--- config.mk ---
export PLATFORM = sky130hd
export DESIGN_NAME = alu_share_arbiter
export DESIGN_NICKNAME = d
export VERILOG_FILES = /design/src/rtl/alu_share_arbiter.sv
export SDC_FILE = /design/constraint.sdc
export NUM_CORES = 1
export LEC_CHECK = 0
export BUFFER_PORTS_ARGS = -buffer_cell sky130_fd_sc_hd__buf_2
export CAP_MARGIN = 30
export CORE_UTILIZATION = 40
export CTS_BUF_LIST = sky130_fd_sc_hd__clkbuf_8
export DETAILED_ROUTE_END_ITERATION = 10
export PLACE_DENSITY = 0.82
export RECOVER_POWER = 50
export REMOVE_ABC_BUFFERS = 1
export SYNTH_ARGS = -nofsm -noshare
export SYNTH_HDL_FRONTEND = slang
export SYNTH_SLANG_ARGS = --single-unit
--- constraint.sdc ---
create_clock -name clk -period 1.62 [get_ports clk]
set_input_delay 0.324 -clock clk [delete_from_list [all_inputs] [get_ports clk]]
set_output_delay 0.324 -clock clk [all_outputs]
set_load 0.03 [all_outputs]
--- src/rtl/alu_share_arbiter.sv ---
// Round-robin sharing of one combinational ALU between two requesters.
// One transaction in flight: IDLE (arbitrate) -> EXEC (drive ALU) -> RESP (hold result).
module alu_share_arbiter #(
    parameter int XLEN = 32,
    parameter int OPW  = 4
) (
    input  logic              clk,
    input  logic              rst_n,
    input  logic [1:0]        req_valid,
    output logic [1:0]        req_ready,
    input  logic [2*OPW-1:0]  req_op,
    input  logic [2*XLEN-1:0] req_a,
    input  logic [2*XLEN-1:0] req_b,
    output logic [1:0]        rsp_valid,
    input  logic [1:0]        rsp_ready,
    output logic [XLEN-1:0]   rsp_data,
    output logic              rsp_err,
    output logic              busy,
    output logic [OPW-1:0]    alu_op,
    output logic [XLEN-1:0]   alu_rs1,
    output logic [XLEN-1:0]   alu_rs2,
    output logic [1:0]        alu_imme_sel,
    input  logic [XLEN-1:0]   alu_out
);

    localparam logic [1:0] ST_IDLE = 2'd0;
    localparam logic [1:0] ST_EXEC = 2'd1;
    localparam logic [1:0] ST_RESP = 2'd2;

    localparam logic [OPW-1:0] OP_LAST = OPW'(9);

    logic [1:0]      state_q, state_d;
    logic            rr_q, rr_d;
    logic            owner_q, owner_d;
    logic [OPW-1:0]  op_q, op_d;
    logic [XLEN-1:0] a_q, a_d;
    logic [XLEN-1:0] b_q, b_d;
    logic [XLEN-1:0] data_q, data_d;
    logic            err_q, err_d;

    logic win_vld;
    logic win;
    logic op_bad;

    // Pointer holder has priority; otherwise the other side if it is asking.
    always_comb begin
        win_vld = 1'b0;
        win     = rr_q;
        if (req_valid[rr_q]) begin
            win_vld = 1'b1;
            win     = rr_q;
        end else if (req_valid[~rr_q]) begin
            win_vld = 1'b1;
            win     = ~rr_q;
        end
    end

    assign op_bad = (op_q > OP_LAST);

    always_comb begin
        state_d   = state_q;
        rr_d      = rr_q;
        owner_d   = owner_q;
        op_d      = op_q;
        a_d       = a_q;
        b_d       = b_q;
        data_d    = data_q;
        err_d     = err_q;
        req_ready = '0;
        case (state_q)
            ST_IDLE: begin
                if (win_vld) begin
                    req_ready[win] = 1'b1;
                    owner_d        = win;
                    rr_d           = ~win;
                    op_d           = win ? req_op[2*OPW-1:OPW]  : req_op[OPW-1:0];
                    a_d            = win ? req_a[2*XLEN-1:XLEN] : req_a[XLEN-1:0];
                    b_d            = win ? req_b[2*XLEN-1:XLEN] : req_b[XLEN-1:0];
                    state_d        = ST_EXEC;
                end
            end
            ST_EXEC: begin
                data_d  = op_bad ? '0 : alu_out;
                err_d   = op_bad;
                state_d = ST_RESP;
            end
            ST_RESP: begin
                if (rsp_ready[owner_q]) begin
                    state_d = ST_IDLE;
                end
            end
            default: state_d = ST_IDLE;
        endcase
    end

    always_ff @(posedge clk or negedge rst_n) begin
        if (!rst_n) begin
            state_q <= ST_IDLE;
            rr_q    <= 1'b0;
            owner_q <= 1'b0;
            op_q    <= '0;
            a_q     <= '0;
            b_q     <= '0;
            data_q  <= '0;
            err_q   <= 1'b0;
        end else begin
            state_q <= state_d;
            rr_q    <= rr_d;
            owner_q <= owner_d;
            op_q    <= op_d;
            a_q     <= a_d;
            b_q     <= b_d;
            data_q  <= data_d;
            err_q   <= err_d;
        end
    end

    // Operand registers only change on accept, so they hold their values outside EXEC.
    assign alu_op       = op_q;
    assign alu_rs1      = a_q;
    assign alu_rs2      = b_q;
    assign alu_imme_sel = 2'b00;

    always_comb begin
        rsp_valid = '0;
        if (state_q == ST_RESP) begin
            rsp_valid[owner_q] = 1'b1;
        end
    end

    assign rsp_data = data_q;
    assign rsp_err  = err_q;
    assign busy     = (state_q != ST_IDLE);

endmodule

==> flow_summary_export.csv <==
group,metric,value,unit
outcome,outcome,"finished, violations left",
outcome,violations,"negative setup slack",
cells_and_area,mostFrequentLayoutCells,"273 x buf_2, 105 x dfrtp_1, 68 x a221o_1, 61 x o21a_1, 32 x a22o_1",
cells_and_area,drive_above_1_share,54.90,%
pwr,clkPwrFrac,10.5,%
cts,cts_root_buf,"clkbuf_8",
global_route,grt_overflow_total,0,
cts,holdBufCountCts,0,
placed_design,place.gp.congestion,0.7686,
floorplanning,num_rows,38,
route,wire_per_inst,19.55,um
floorplanning,start_util,41.51,%
setup_path,critPathCapture,"req_ready[1]",
setup_path,setup.worst_path.start,"state_q[0]",
global_route,grt_pass1_vias,4210,
yosys,ys_ff_latch,105,
cells_and_area,layout_commonest_cell,"buf_2",
setup_path,cp_max_fo,3,
setup_path,cp-start-kind,"flop",
route,drt_wl_total,14.92,mm
cells_and_area,final_core_util,59.11,%
global_route,grt_usage,23.08,%
setup_path,cp-end-kind,"primary output",
cells_and_area,diodes,0,
global_route,use_met3,7.292,%
pwr,switching_power,6787,uW
setup_path,slowest_stage,"dfrtp_1",
timing,slew_headroom,1.013,%
timing,max_freq,0.5524,GHz
timing,fin_ws,-0.1902,ns
timing,finalMaxSlewViolations,0,
job,drv_cap,0,
pwr,irDropWorstVdd,1.500,mV
yosys,avgSynthCellArea,13.61,um^2
floorplanning,ioPinCount,282,
cts,clk_pin_slew,0.10,ns
setup_path,crit_arrival,1.49,ns
yosys,synth-warning-count,0,
pwr,power_density,2263,nW/um^2
setup_path,crit_chain,"nor2_4, inv_2, a211oi_4, buf_12, buf_8",
setup_path,worstRegToRegCells,6,
route,antenna_left,0,
global_route,grt_pass1_wl,20.80,mm
route,num_vias,4246,
placed_design,port_buffers,279,
pwr,p_leak,0.003358,uW
pwr,pwr-share-comb,58.1,%
floorplanning,die_y,108.8,um
floorplanning,die_w,108.8,um
setup_path,rr_startpoint,"state_q[0]",
cells_and_area,area_growth,42.40,%
timing,finalSetupViolCount,5,
cts,cts_max_level,3,
cells_and_area,fin_nets,792,
timing,fin_crit_sh,111.7,%
pwr,total_power,14690,uW
yosys,syn_area,4559,um^2
cts,worstSkewPairLatency,0.38,ns
cts,cts_made_buffers,9,
route,drtIter0Drc,442,
global_route,grt_max_degree,106,
timing,worstMarginPinSlew,1.485,ns
placed_design,hpwl,10.14,mm
setup_path,r2r-end,"alu_rs1[10]",
yosys,netlist_instances,335,
pwr,pwr-share-seq,31.4,%
setup_path,crit_buf_inv,3,
yosys,synth_cell_types,23,
setup_path,worstPathRequired,1.30,ns
setup_path,path_class,"reg -> out",
route,vias_per_cell,5.565,
global_route,grt_use_met2,41.55,%
setup_path,slowest_delay,0.42,ns
global_route,busiest_layer,"met2",
route,dr.pass1.iters,4,
timing,finalHoldViolations,0,
route,drc_errors,0,
worst_hold_path,timing.hold.worst.class,"in -> reg",
cts,cts_tree,"done",
floorplanning,core_area,10980,um^2
global_route,grt_util_met1,25.82,%
cts,clockBufferDepth,2,
timing,finClkSkew,0.01016,ns
yosys,ys_seq_area_share,57.63,%
setup_path,r2r_slack,0.02,ns
global_route,antenna_found_initial,0,
floorplanning,dieArea,11830,um^2
timing,rsz0062_at_grt,"yes",
cts,clock_sink_count,105,
timing,finalCriticalPeriod,1.810,ns
setup_path,cp.depth,5,
pwr,p_int,7905,uW
setup_path,crit_family,"flip-flops",
pwr,p_sw_share,46.20,%
kinds of logic after synthesis:
family / Yosys count / share of synthesized area (%)
and+or+nand+nor: 9 / 1.180
AOI/OAI and AO/OA: 175 / 33.64
buffers and inverters: 44 / 7.217
DFF: 105 / 57.63
other: 1 / 0.08225
muxes: 1 / 0.2470
Yosys cell counts, drive strengths merged:
library cell / count / area share, %
dfrtp: 105 / 58
o21a: 69 / 12
a221o: 68 / 15
a22o: 32 / 6.1
buf: 30 / 5.9
clkbuf: 7 / 0.58
inv: 6 / 0.49
nor2: 5 / 0.69
a21oi: 3 / 0.33
nand2b: 2 / 0.27
o21ai: 2 / 0.22
a211oi: 1 / 0.44
and3: 1 / 0.14
conb: 1 / 0.082
dlymetal6s2s: 1 / 0.27
mux2: 1 / 0.25
nand2: 1 / 0.082
state kept, by name, indices dropped and copies added, names as in the netlist:
name and count:
state_q 2, rsp_data 32, alu_rs2 32, owner_q 1
rsp_err 1, alu_rs1 32, rr_q 1, alu_op 4
per-layer routing:
| layer | routed length, um | part of all wire [%] | vias to the layer above |
|---|---|---|---|
| met5 | 0 | 0 | - |
| met4 | 316 | 2.1 | 0 |
| met3 | 1115 | 7.5 | 30 |
| met2 | 7725 | 52 | 230 |
| met1 | 5759 | 39 | 2098 |
| li1 | - | - | 1888 |
cell type report:
class                      count  area, um^2
multi-input combinational    187        1639
clock inverter                 6       41.29
timing repair buffer         309        1849
inverter                       6       22.52
clock buffer                  10       137.6
sequential                   105        2628
fill                         882        4491
tap                          140       175.2
metrics by stage:
step | instance area, um^2 | setup slack, ns | std cells | setup TNS, ns | hold slack, ns
6_report | 6492 | -0.1902 | 763 | -0.6547 | 0.1449
5_1_grt | 6492 | -0.2603 | 763 | -1.014 | 0.1238
3_5_place_dp | 6040 | -0.01910 | 734 | -0.07062 | 0.4386
2_1_floorplan | 4257 | -1.308 | 298 | -108.61 | 0.02841
4_1_cts | 6326 | -0.2595 | 757 | -1.007 | 0.008584
3_3_place_gp | 6040 | 0.05821 | 734 | 0 | 0.4253
worst min-delay path by stage:
stage | to | start | slack [ns] | cells after the start
after floorplan | alu_op[0] | rst_n | 0.03 | 0
after global placement | rsp_data[27] | rst_n | 0.43 | 2
after detailed placement | rsp_data[28] | rst_n | 0.44 | 2
after CTS | rsp_data[6] | rst_n | 0.009 | 2
after global routing | rsp_data[5] | alu_out[5] | 0.12 | 2
final | rsp_data[5] | alu_out[5] | 0.14 | 2
what timing repair did:
action | 4_1_cts | 5_1_grt
endpoints found under the setup margin | 5 | 73
cloned | 0 | 5
gates resized for setup | 15 | 19
pin swaps | 6 | 14
setup buffers | 7 | 2
hold endpoints to repair | 0 | 0
power by group through the flow:
stage	clock network (uW)	logic [uW]	registers, uW
3_5_place_dp	0	7910	4630
6_report	1540	8540	4620
4_1_cts	1580	8160	4590
2_1_floorplan	0	2930	6890
5_1_grt	1690	9060	4750
3_3_place_gp	0	7700	4600
Power figures use the tool's default switching activity.
